File: src/rtl/iommu_iotlb.sv
`default_nettype none
// ============================================================================
// Module      : iommu_iotlb
// Description : Fully associative IO translation lookaside buffer with true
//               LRU replacement. Answers same-cycle lookups, accepts fills
//               from the page-table walker, and supports flush-all and
//               flush-by-VPN invalidation.
// Revision    : 1.0 - initial release
// ----------------------------------------------------------------------------
// Ports:
//   clk, reset_n           clock (rising edge), asynchronous active-low reset
//   tlb_query_valid/vaddr  lookup request
//   tlb_hit, tlb_paddr     combinational lookup response
//   tlb_update_valid/...   fill (VA's VPN -> PA's PPN)
//   flush_all              invalidate all entries
//   flush_vpn_valid/vpn    invalidate the entry holding flush_vpn
//   occupancy              registered count of valid entries
// Optional (macro IOTLB_STATS_EN):
//   stats_clear            synchronous clear of the statistics counters
//   hit_count, miss_count, fill_count  saturating statistics counters
// ============================================================================
module iommu_iotlb #(
  parameter int ENTRIES   = 8,
  parameter int PAGE_BITS = 12,
  parameter int CNT_W     = 32
) (
  input  logic                     clk,
  input  logic                     reset_n,
  input  logic                     tlb_query_valid,
  input  logic [31:0]              tlb_query_vaddr,
  output logic                     tlb_hit,
  output logic [31:0]              tlb_paddr,
  input  logic                     tlb_update_valid,
  input  logic [31:0]              tlb_update_vaddr,
  input  logic [31:0]              tlb_update_paddr,
  input  logic                     flush_all,
  input  logic                     flush_vpn_valid,
  input  logic [31-PAGE_BITS:0]    flush_vpn,
  output logic [$clog2(ENTRIES):0] occupancy
`ifdef IOTLB_STATS_EN
  ,
  input  logic                     stats_clear,
  output logic [CNT_W-1:0]         hit_count,
  output logic [CNT_W-1:0]         miss_count,
  output logic [CNT_W-1:0]         fill_count
`endif
);

  localparam int VPN_W = 32 - PAGE_BITS;
  localparam int IDX_W = $clog2(ENTRIES);
  localparam int OCC_W = IDX_W + 1;
  localparam logic [IDX_W-1:0] LRU_AGE = IDX_W'(ENTRIES - 1);

  typedef logic [ENTRIES-1:0][IDX_W-1:0] age_vec_t;

  // --------------------------------------------------------------------------
  // Entry storage
  // --------------------------------------------------------------------------
  logic [ENTRIES-1:0]            r_valid;
  logic [ENTRIES-1:0][VPN_W-1:0] r_vpn;
  logic [ENTRIES-1:0][VPN_W-1:0] r_ppn;
  age_vec_t                      r_age;
  logic [OCC_W-1:0]              r_occ;

  // Move entry idx to MRU: everything younger than it ages by one, so the
  // age vector stays a permutation of 0..ENTRIES-1.
  function automatic age_vec_t f_touch(input age_vec_t ages,
                                       input logic [IDX_W-1:0] idx);
    logic [IDX_W-1:0] pivot;
    age_vec_t         res;
    pivot = ages[idx];
    res   = ages;
    for (int i = 0; i < ENTRIES; i++) begin
      if (ages[i] < pivot) res[i] = ages[i] + 1'b1;
    end
    res[idx] = '0;
    return res;
  endfunction

  // --------------------------------------------------------------------------
  // Lookup (zero latency, registered state only)
  // --------------------------------------------------------------------------
  logic [VPN_W-1:0]   w_q_vpn;
  logic [ENTRIES-1:0] w_q_match;
  logic [IDX_W-1:0]   w_q_idx;

  assign w_q_vpn = tlb_query_vaddr[31:PAGE_BITS];

  // No duplicates exist, so at most one bit of w_q_match is set.
  always_comb begin
    w_q_match = '0;
    w_q_idx   = '0;
    for (int i = 0; i < ENTRIES; i++) begin
      w_q_match[i] = r_valid[i] && (r_vpn[i] == w_q_vpn);
      if (w_q_match[i]) w_q_idx = IDX_W'(i);
    end
  end

  assign tlb_hit   = tlb_query_valid && (|w_q_match);
  assign tlb_paddr = tlb_hit ? {r_ppn[w_q_idx], tlb_query_vaddr[PAGE_BITS-1:0]}
                             : 32'h0;

  // --------------------------------------------------------------------------
  // Flush-by-VPN, applied ahead of any same-cycle fill
  // --------------------------------------------------------------------------
  logic [ENTRIES-1:0] w_f_match;
  logic [ENTRIES-1:0] w_valid_pf;
  logic               w_f_any;

  always_comb begin
    w_f_match = '0;
    for (int i = 0; i < ENTRIES; i++) begin
      w_f_match[i] = flush_vpn_valid && r_valid[i] && (r_vpn[i] == flush_vpn);
    end
  end

  assign w_f_any    = |w_f_match;
  assign w_valid_pf = r_valid & ~w_f_match;

  // --------------------------------------------------------------------------
  // Fill victim selection
  // --------------------------------------------------------------------------
  logic             w_fill;
  logic             w_hit_touch;
  logic [VPN_W-1:0] w_u_vpn;
  logic [VPN_W-1:0] w_u_ppn;
  logic             w_u_match_any;
  logic [IDX_W-1:0] w_u_match_idx;
  logic             w_free_any;
  logic [IDX_W-1:0] w_free_idx;
  logic [IDX_W-1:0] w_lru_idx;
  logic [IDX_W-1:0] w_victim;
  logic             w_fill_new;
  age_vec_t         w_age_t1;
  age_vec_t         w_age_nxt;

  // flush_all drops both the fill and any query touch.
  assign w_fill      = tlb_update_valid && !flush_all;
  assign w_hit_touch = tlb_hit && !flush_all;
  assign w_u_vpn     = tlb_update_vaddr[31:PAGE_BITS];
  assign w_u_ppn     = tlb_update_paddr[31:PAGE_BITS];

  // The hit touch goes first, so the LRU victim is chosen from ages that
  // already reflect this cycle's hit.
  assign w_age_t1 = w_hit_touch ? f_touch(r_age, w_q_idx) : r_age;

  always_comb begin
    w_u_match_any = 1'b0;
    w_u_match_idx = '0;
    w_free_any    = 1'b0;
    w_free_idx    = '0;
    w_lru_idx     = '0;
    for (int i = 0; i < ENTRIES; i++) begin
      if (w_valid_pf[i] && (r_vpn[i] == w_u_vpn)) begin
        w_u_match_any = 1'b1;
        w_u_match_idx = IDX_W'(i);
      end
      if (w_age_t1[i] == LRU_AGE) w_lru_idx = IDX_W'(i);
    end
    // Scan downwards so the last assignment is the lowest free index.
    for (int i = ENTRIES - 1; i >= 0; i--) begin
      if (!w_valid_pf[i]) begin
        w_free_any = 1'b1;
        w_free_idx = IDX_W'(i);
      end
    end
  end

  always_comb begin
    w_victim   = w_lru_idx;
    w_fill_new = 1'b0;
    if (w_u_match_any) begin
      w_victim = w_u_match_idx;
    end else if (w_free_any) begin
      w_victim   = w_free_idx;
      w_fill_new = 1'b1;
    end
  end

  // Touching the same entry twice is idempotent, so a fill that overwrites
  // the hit entry naturally gets a single touch.
  assign w_age_nxt = w_fill ? f_touch(w_age_t1, w_victim) : w_age_t1;

  // --------------------------------------------------------------------------
  // Next valid vector and occupancy
  // --------------------------------------------------------------------------
  logic [ENTRIES-1:0] w_valid_nxt;
  logic [OCC_W-1:0]   w_occ_nxt;

  always_comb begin
    w_valid_nxt = w_valid_pf;
    if (flush_all) begin
      w_valid_nxt = '0;
    end else if (w_fill) begin
      for (int i = 0; i < ENTRIES; i++) begin
        if (w_victim == IDX_W'(i)) w_valid_nxt[i] = 1'b1;
      end
    end
  end

  always_comb begin
    if (flush_all) begin
      w_occ_nxt = '0;
    end else begin
      w_occ_nxt = r_occ - OCC_W'(w_f_any) + OCC_W'(w_fill && w_fill_new);
    end
  end

  // --------------------------------------------------------------------------
  // State registers
  // --------------------------------------------------------------------------
  always_ff @(posedge clk or negedge reset_n) begin
    if (!reset_n) begin
      r_valid <= '0;
      r_occ   <= '0;
      for (int i = 0; i < ENTRIES; i++) begin
        r_age[i] <= IDX_W'(i);
      end
    end else begin
      r_valid <= w_valid_nxt;
      r_occ   <= w_occ_nxt;
      r_age   <= w_age_nxt;
    end
  end

  // Tag/data arrays carry no reset; valid bits gate every use of them.
  always_ff @(posedge clk) begin
    if (w_fill) begin
      r_vpn[w_victim] <= w_u_vpn;
      r_ppn[w_victim] <= w_u_ppn;
    end
  end

  assign occupancy = r_occ;

  // Page-offset bits of fill addresses carry no information for the TLB.
  logic w_unused_bits;
  assign w_unused_bits = ^{tlb_update_vaddr[PAGE_BITS-1:0],
                           tlb_update_paddr[PAGE_BITS-1:0]};

  // --------------------------------------------------------------------------
  // Statistics counters
  // --------------------------------------------------------------------------
`ifdef IOTLB_STATS_EN
  localparam logic [CNT_W-1:0] CNT_MAX = '1;

  logic [CNT_W-1:0] r_hit_cnt;
  logic [CNT_W-1:0] r_miss_cnt;
  logic [CNT_W-1:0] r_fill_cnt;

  always_ff @(posedge clk or negedge reset_n) begin
    if (!reset_n) begin
      r_hit_cnt  <= '0;
      r_miss_cnt <= '0;
      r_fill_cnt <= '0;
    end else if (stats_clear) begin
      r_hit_cnt  <= '0;
      r_miss_cnt <= '0;
      r_fill_cnt <= '0;
    end else begin
      if (tlb_hit && (r_hit_cnt != CNT_MAX))
        r_hit_cnt <= r_hit_cnt + 1'b1;
      if (tlb_query_valid && !tlb_hit && (r_miss_cnt != CNT_MAX))
        r_miss_cnt <= r_miss_cnt + 1'b1;
      if (w_fill && (r_fill_cnt != CNT_MAX))
        r_fill_cnt <= r_fill_cnt + 1'b1;
    end
  end

  assign hit_count  = r_hit_cnt;
  assign miss_count = r_miss_cnt;
  assign fill_count = r_fill_cnt;
`else
  localparam int UNUSED_CNT_W = CNT_W;
  logic [31:0] w_unused_cnt_w;
  assign w_unused_cnt_w = 32'(UNUSED_CNT_W);
`endif

endmodule
`default_nettype wire
File: config.mk
export PLATFORM = sky130hd
export DESIGN_NAME = iommu_iotlb
export DESIGN_NICKNAME = d
export VERILOG_FILES = /design/src/rtl/iommu_iotlb.sv
export SDC_FILE = /design/constraint.sdc
export NUM_CORES = 1
export LEC_CHECK = 0
export CORE_MARGIN = 4
export CORE_UTILIZATION = 45
export DETAILED_ROUTE_END_ITERATION = 12
export HOLD_SLACK_MARGIN = 0.15
export PLACE_DENSITY_LB_ADDON = 0.05
export REMOVE_ABC_BUFFERS = 1
export SETUP_SLACK_MARGIN = 0.15
export SYNTH_ARGS = -nofsm -noshare
export SYNTH_HDL_FRONTEND = slang
export SYNTH_SLANG_ARGS = --single-unit
File: constraint.sdc
create_clock -name clk -period 16.6 [get_ports clk]
set_input_delay 3.32 -clock clk [delete_from_list [all_inputs] [get_ports clk]]
set_output_delay 3.32 -clock clk [all_outputs]
set_load 0.02 [all_outputs]
==> metrics.txt, run 1 <==
Hold Path Stages=2; Initial Util=0.4559; initial antenna violation count=2; Finished Cell Area=0.02540 mm2; Synth Area per Inst=11.54 um2; Max H-tree Level=2; row cnt=80; FF-to-FF End=r_age[3]; top_reg_cell synth=edfxtp_1; Tmin final=13070 ps; final setup fails=0; CP delay by family, top=compound AO/OA/AOI/OAI gates; r2r setup slk=7030 ps; worst path bufs/invs=2; total CTS buffers=42; met3 WL post-DR=6379 um; register share of total power=0.399; routability congestion estimate=0.9813; hold endpoint=occupancy[0]; Async SR Flop Fraction=0.1011; Worst setup SP type=input port; I/O Buffers=134; vias per std cell=6.265; setup TNS=0 ps; largest net degree at the start of global routing=61; clock sinks=356; GRT Overall Usage=0.2873; Logic pwr share=0.247; die area=0.05205 mm2; Mapped Cells=1890; library cells used by synthesis=99; Worst-path clk slew=60 ps; Tcrit/Tclk final=0.7872; switching part of the total=0.3115; crit-path max cell delay=990 ps; hold crit path type=reg2reg; first-pass iteration count of the detailed router=5; post-detailed-route count of antenna-violating nets=0; WS Path Type=in2reg; Routed Wire Length=77110 um; maximum VDD drop=0.00007551 V; RSZ-0062 raised after global routing=no; area delta synth->final=16.46%; placed cell area=0.02397 mm2; Internal=0.001878 W; Critical Path RT=17110 ps; status=finished clean; share of layout cells above drive strength 1=0.09029; die height=228.2 um; dpl hpwl=51360 um; Final nets=2201; EDFF count, synth=320; final hold vios=0; Max-Slew Margin vs Limit=0.2729; DRC errors left=0; Core Area=0.04785 mm2; Least-Margin Pin Slew=1091 ps; Fillers=4179; number of antenna diodes=0; Clk network pwr share=0.354; Clock Skews=19.79 ps; vias in the first global route=16790; CTS Root Cell=clkbuf_16; number of synthesized register bits=356; Max Used Layer=met4; number of max-slew violations in the final report=0; routed len/inst=28.83 um; DRT met1 WL=32700 um; Die X=228.2 um; crit path capture type=flip-flop; CTS tree=done; grt ovf=0; I/O pin total=159; path depth of the worst reg2reg path=35; cell mode on critical path=nor2_1; 1st-iter DRT viols=1836; sequential fraction of the synthesis area=0.4826; Skew-Pair Late Insertion Delay=580 ps; global-route wire length before repair=111900 um; Worst R2R Start=r_vpn[28]; # Post-CTS Setup Buffers=0; crit-path max FO=8; NetSw=0.0008493 W; max cap viols=0; fmax=0.07652 GHz; slowest CP cell=clkdlybuf4s50_1; PwrDens=107.4 mW/mm2; CTS hold repair buffers=0; Critical Path AT=13580 ps; metal2 WL=34400 um; startpoint of the worst hold path=occupancy[0]; warnings from Yosys=0; Mapped Area=0.02181 mm2; CTS Buffer Depth=3; # resized after CTS=0; leakage=8.138 nW; Via Count=16760
## logic make-up (layout without fill, tap and decap cells)
group / Yosys count / in the layout / synth area share
AOI/OAI and AO/OA: 263 / 263 / 0.09391
xor gates and xnor gates: 490 / 490 / 0.1968
adders and majority gates: 53 / 53 / 0.03069
buffers and inverters: 139 / 309 / 0.02845
DFF: 356 / 356 / 0.4826
muxes: 73 / 73 / 0.03379
and+or+nand+nor: 516 / 516 / 0.1338
## Yosys cell counts (6+ instances only)
master     count  share of area
o211ai_1       7         0.0024
dfstp_2       12          0.014
o2111ai_1      8         0.0032
o41ai_1        8         0.0032
buf_2         22         0.0050
nand2b_1       7         0.0020
nor4_1        67          0.019
and3_1        10         0.0029
xnor2_1      334           0.13
dfrtp_1       24          0.028
nand3_1       40         0.0092
xor2_1       156          0.063
a221oi_1      21         0.0084
clkbuf_1      62          0.011
nand3b_1       6         0.0021
nor2_1        65          0.011
mux2i_1       68          0.031
or3_1          7         0.0020
o22ai_1       12         0.0034
or4_1         13         0.0045
nand4_1      119          0.034
and4_1         7         0.0028
nand2_1       80          0.014
a221o_1       26          0.012
o21ai_0       54          0.012
a31oi_1        6         0.0017
a22o_1         9         0.0036
buf_4          9         0.0031
inv_1         37         0.0064
nor3_1        33         0.0076
ha_1          51          0.029
edfxtp_1     320           0.44
and2_1        18         0.0052
nor3b_1        6         0.0021
o21a_1         9         0.0031
a21oi_1       25         0.0057
a21o_1         8         0.0028
## placed cells by master, fill, tap and decap left out, types with 9 or more instances in the layout
| cell type | instances |
|---|---|
| a221o_1 | 26 |
| a22o_1 | 9 |
| buf_4 | 60 |
| o21a_1 | 9 |
| and2_1 | 18 |
| nand2_1 | 80 |
| o22ai_1 | 12 |
| dfrtp_1 | 24 |
| nor2_1 | 56 |
| a21oi_1 | 25 |
| xor2_1 | 156 |
| a221oi_1 | 21 |
| ha_1 | 51 |
| xnor2_1 | 334 |
| mux2i_1 | 68 |
| nand3_1 | 40 |
| o21ai_0 | 53 |
| clkbuf_16 | 42 |
| nand4_1 | 119 |
| inv_1 | 37 |
| clkdlybuf4s50_1 | 133 |
| or4_1 | 13 |
| nor4_1 | 67 |
| nor3_1 | 31 |
| edfxtp_1 | 320 |
| dfstp_2 | 12 |
| and3_1 | 10 |
## metrics by stage
| stage | util | total power, W | setup slack, ps | cells | hold slack, ps |
|---|---|---|---|---|---|
| after floorplan | - | 0.001516 | 3368 | 1789 | 606.2 |
| after global placement | 0.5010 | 0.001746 | 3301 | 2598 | 612.3 |
| after detailed placement | 0.5010 | 0.001764 | 3354 | 2598 | 627.4 |
| after CTS | 0.5309 | 0.002735 | 3931 | 2675 | 640.1 |
| after global routing | 0.5309 | 0.002854 | 3084 | 2675 | 668.0 |
| final | 0.5309 | 0.002727 | 3532 | 2675 | 633.3 |
## tightest hold or removal path: cells and delay by family (launching register included)
family                   cells  cell delay (ps)
AND/OR/NAND/NOR              1              120
adder cells (fa/ha/maj)      1              120
flip-flops                   1              350
## layer usage
metal / GRT usage / up-vias
li1: - / 7403
met1: 0.3957 / 8314
met2: 0.4476 / 840
met3: 0.04928 / 203
met4: 0.1284 / 0
met5: 0 / -
## layout make-up
type,instances,area (um2),share of cell area
Clock buffer,50,1081,0.04256
Clock inverter,27,349.1,0.01374
Inverter,38,142.6,0.005615
Multi-Input combinational cell,1395,10750,0.4231
Sequential cell,356,10530,0.4144
Tap cell,615,769.5,0.03029
Timing Repair Buffer,194,1787,0.07034
## flip-flops by register name, indices dropped and copies added (netlist names)
| signal | count |
|---|---|
| occupancy | 4 |
| r_ppn | 160 |
| r_vpn | 160 |
| r_valid | 8 |
| r_age | 24 |
## power groups by stage
stage	Clock [W]	Sequential, W	Combinational [W]
2_1_floorplan	0	0.00108	0.000431
3_3_place_gp	0	0.00110	0.000642
3_5_place_dp	0	0.00111	0.000659
4_1_cts	0.000985	0.00109	0.000663
5_1_grt	0.00102	0.00109	0.000737
6_report	0.000965	0.00109	0.000674
## how the worst max path moves through the flow
stage / from / endpoint / slack [ps] / depth (start not counted)
floorplan: tlb_query_vaddr[22] / r_ppn[140] / 3370 / 25
global placement: tlb_query_vaddr[18] / r_age[3] / 3300 / 36
detailed placement: tlb_query_vaddr[20] / r_age[6] / 3350 / 36
CTS: tlb_query_vaddr[20] / r_age[3] / 3930 / 37
global route: tlb_query_vaddr[17] / r_age[3] / 3080 / 37
finish: tlb_query_vaddr[17] / r_age[3] / 3530 / 36
Note: power is estimated with default switching activity, not from simulation.
==> run 2, diff against run 1 <==
==> constraint.sdc (replaced) <==
create_clock -name clk -period 12.15 [get_ports clk]
set_input_delay 2.43 -clock clk [delete_from_list [all_inputs] [get_ports clk]]
set_output_delay 2.43 -clock clk [all_outputs]
set_load 0.02 [all_outputs]
==> metrics.txt, run 2 (synthesis results as in run 1) <==
I/O Buffers=134 (unchanged); worst path bufs/invs=5 (was 2); crit-path max FO=12 (was 8); total CTS buffers=42 (unchanged); Core Area=0.04785 mm2 (unchanged); hold crit path type=reg2reg (unchanged); Critical Path AT=11680 ps (was 13580 ps); routability congestion estimate=0.9693 (was 0.9813); CTS Root Cell=clkbuf_16 (unchanged); first-pass iteration count of the detailed router=8 (was 5); max cap viols=0 (unchanged); largest net degree at the start of global routing=61 (unchanged); Die X=228.2 um (unchanged); Worst setup SP type=input port (unchanged); die area=0.05205 mm2 (unchanged); Max-Slew Margin vs Limit=0.1604 (was 0.2729); CTS tree=done (unchanged); grt ovf=0 (unchanged); crit-path max cell delay=1150 ps (was 990 ps); share of layout cells above drive strength 1=0.1057 (was 0.09029); routed len/inst=29.05 um (was 28.83 um); area delta synth->final=17.60% (was 16.46%); leakage=8.315 nW (was 8.138 nW); die height=228.2 um (unchanged); final setup fails=0 (unchanged); Initial Util=0.4559 (unchanged); Worst-path clk slew=60 ps (about the same); Hold Worst Slack=637.5 ps (was 633.3 ps); # resized after CTS=0 (unchanged); vias per std cell=6.220 (was 6.265); Max H-tree Level=2 (unchanged); maximum VDD drop=0.0001136 V (was 0.00007551 V); GRT Overall Usage=0.2943 (was 0.2873); DP Cell Count=2642 (was 2598); most frequent cells in the layout=xnor2_1 (334), edfxtp_1 (320), xor2_1 (156) (unchanged); Place WS=538.2 ps (was 3354 ps); row cnt=80 (unchanged); Via Count=16890 (was 16760); CTS Buffer Depth=3 (unchanged); I/O pin total=159 (unchanged); most common cell after layout, fill and taps aside=xnor2_1 (unchanged); 1st-iter DRT viols=1688 (was 1836); CP delay by family, top=simple AND/OR/NAND/NOR gates (was compound AO/OA/AOI/OAI gates); crit path capture type=flip-flop (unchanged); Tmin final=11270 ps; initial antenna violation count=3 (was 2); DRC errors left=0 (unchanged); largest registers=r_ppn x160, r_vpn x160, r_age x24 (unchanged); final hold vios=0 (unchanged); clock sinks=356 (unchanged); WS Path Type=in2reg (unchanged); fmax=0.08876 GHz; Skew-Pair Late Insertion Delay=580 ps (about the same); global-route wire length before repair=113900 um (was 111900 um); Final nets=2245 (was 2201); Clock Skews=37.58 ps (was 19.79 ps); dpl hpwl=53660 um (was 51360 um); post-detailed-route count of antenna-violating nets=0 (unchanged); status=finished clean (unchanged); number of antenna diodes=0 (unchanged); slowest CP cell=clkdlybuf4s50_1 (unchanged); setup slack after layout=883.0 ps (was 3532 ps); Util after Layout=0.5361 (was 0.5309); # Post-CTS Setup Buffers=0 (unchanged); Fillers=4209 (was 4179); Critical Path RT=12570 ps (was 17110 ps); Routed Wire Length=78870 um (was 77110 um); cell mode on critical path=nor3_1 (was nor2_1); PwrDens=143.0 mW/mm2 (was 107.4 mW/mm2); RSZ-0062 raised after global routing=no (unchanged); Least-Margin Pin Slew=1243 ps (was 1091 ps); Tcrit/Tclk final=0.9273; CTS hold repair buffers=0 (unchanged); total power draw=0.003668 W (was 0.002727 W); number of max-slew violations in the final report=0 (unchanged); vias in the first global route=16760 (was 16790); Post-Layout Cell Count=2715 (was 2675)
[run 2: metrics by stage]
stage / instance area (um2) / setup TNS, ps
floorplan: 21330 / -7799
global placement: 24330 / 0
detailed placement: 24330 / 0
CTS: 25650 / 0
global route: 25650 / 0
finish: 25650 / 0
[run 2: worst min-delay path, cell delays in order, from the launching register on]
cell and delay (ps):
dfrtp_1 360, xor2_1 80, xnor2_1 120, nor2_1 30
[run 2: routing by layer]
metal	vias up	global-route usage	wire, um
li1	7493	-	-
met1	8395	0.3964	32750
met2	809	0.4714	36210
met3	191	0.06275	6803
met4	0	0.1070	3105
met5	-	0	0
[run 2: area by class of cell]
| cell class | instances | area, um2 | area share |
|---|---|---|---|
| Multi-Input combinational cell | 1395 | 10750 | 0.4190 |
| Sequential cell | 356 | 10530 | 0.4103 |
| Timing Repair Buffer | 238 | 2142 | 0.08351 |
| Clock buffer | 55 | 1110 | 0.04327 |
| Tap cell | 615 | 769.5 | 0.03000 |
| Clock inverter | 18 | 214.0 | 0.008341 |
| Inverter | 38 | 142.6 | 0.005561 |
[run 2: where the power goes]
group	internal (W)	total, W	switching [W]	leakage [nW]
combinational	0.000386	0.000940	0.000554	4.35
sequential	0.00141	0.00149	0.0000867	3.32
clock	0.000728	0.00124	0.000507	0.641
total	0.00252	0.00367	0.00115	8.31
[run 2: path summary, 6_finish.rpt]
kind	cells past startpoint	endpoint	slack [ps]	start
max	35	r_age[12]	880	tlb_query_vaddr[17]
min	3	occupancy[3]	640	occupancy[3]
max reg2reg	35	r_age[12]	3420	r_vpn[41]
min reg2reg	3	occupancy[3]	640	occupancy[3]
max in group asynchronous	1	r_valid[0]	9540	reset_n
min in group asynchronous	1	r_age[6]	2030	reset_n
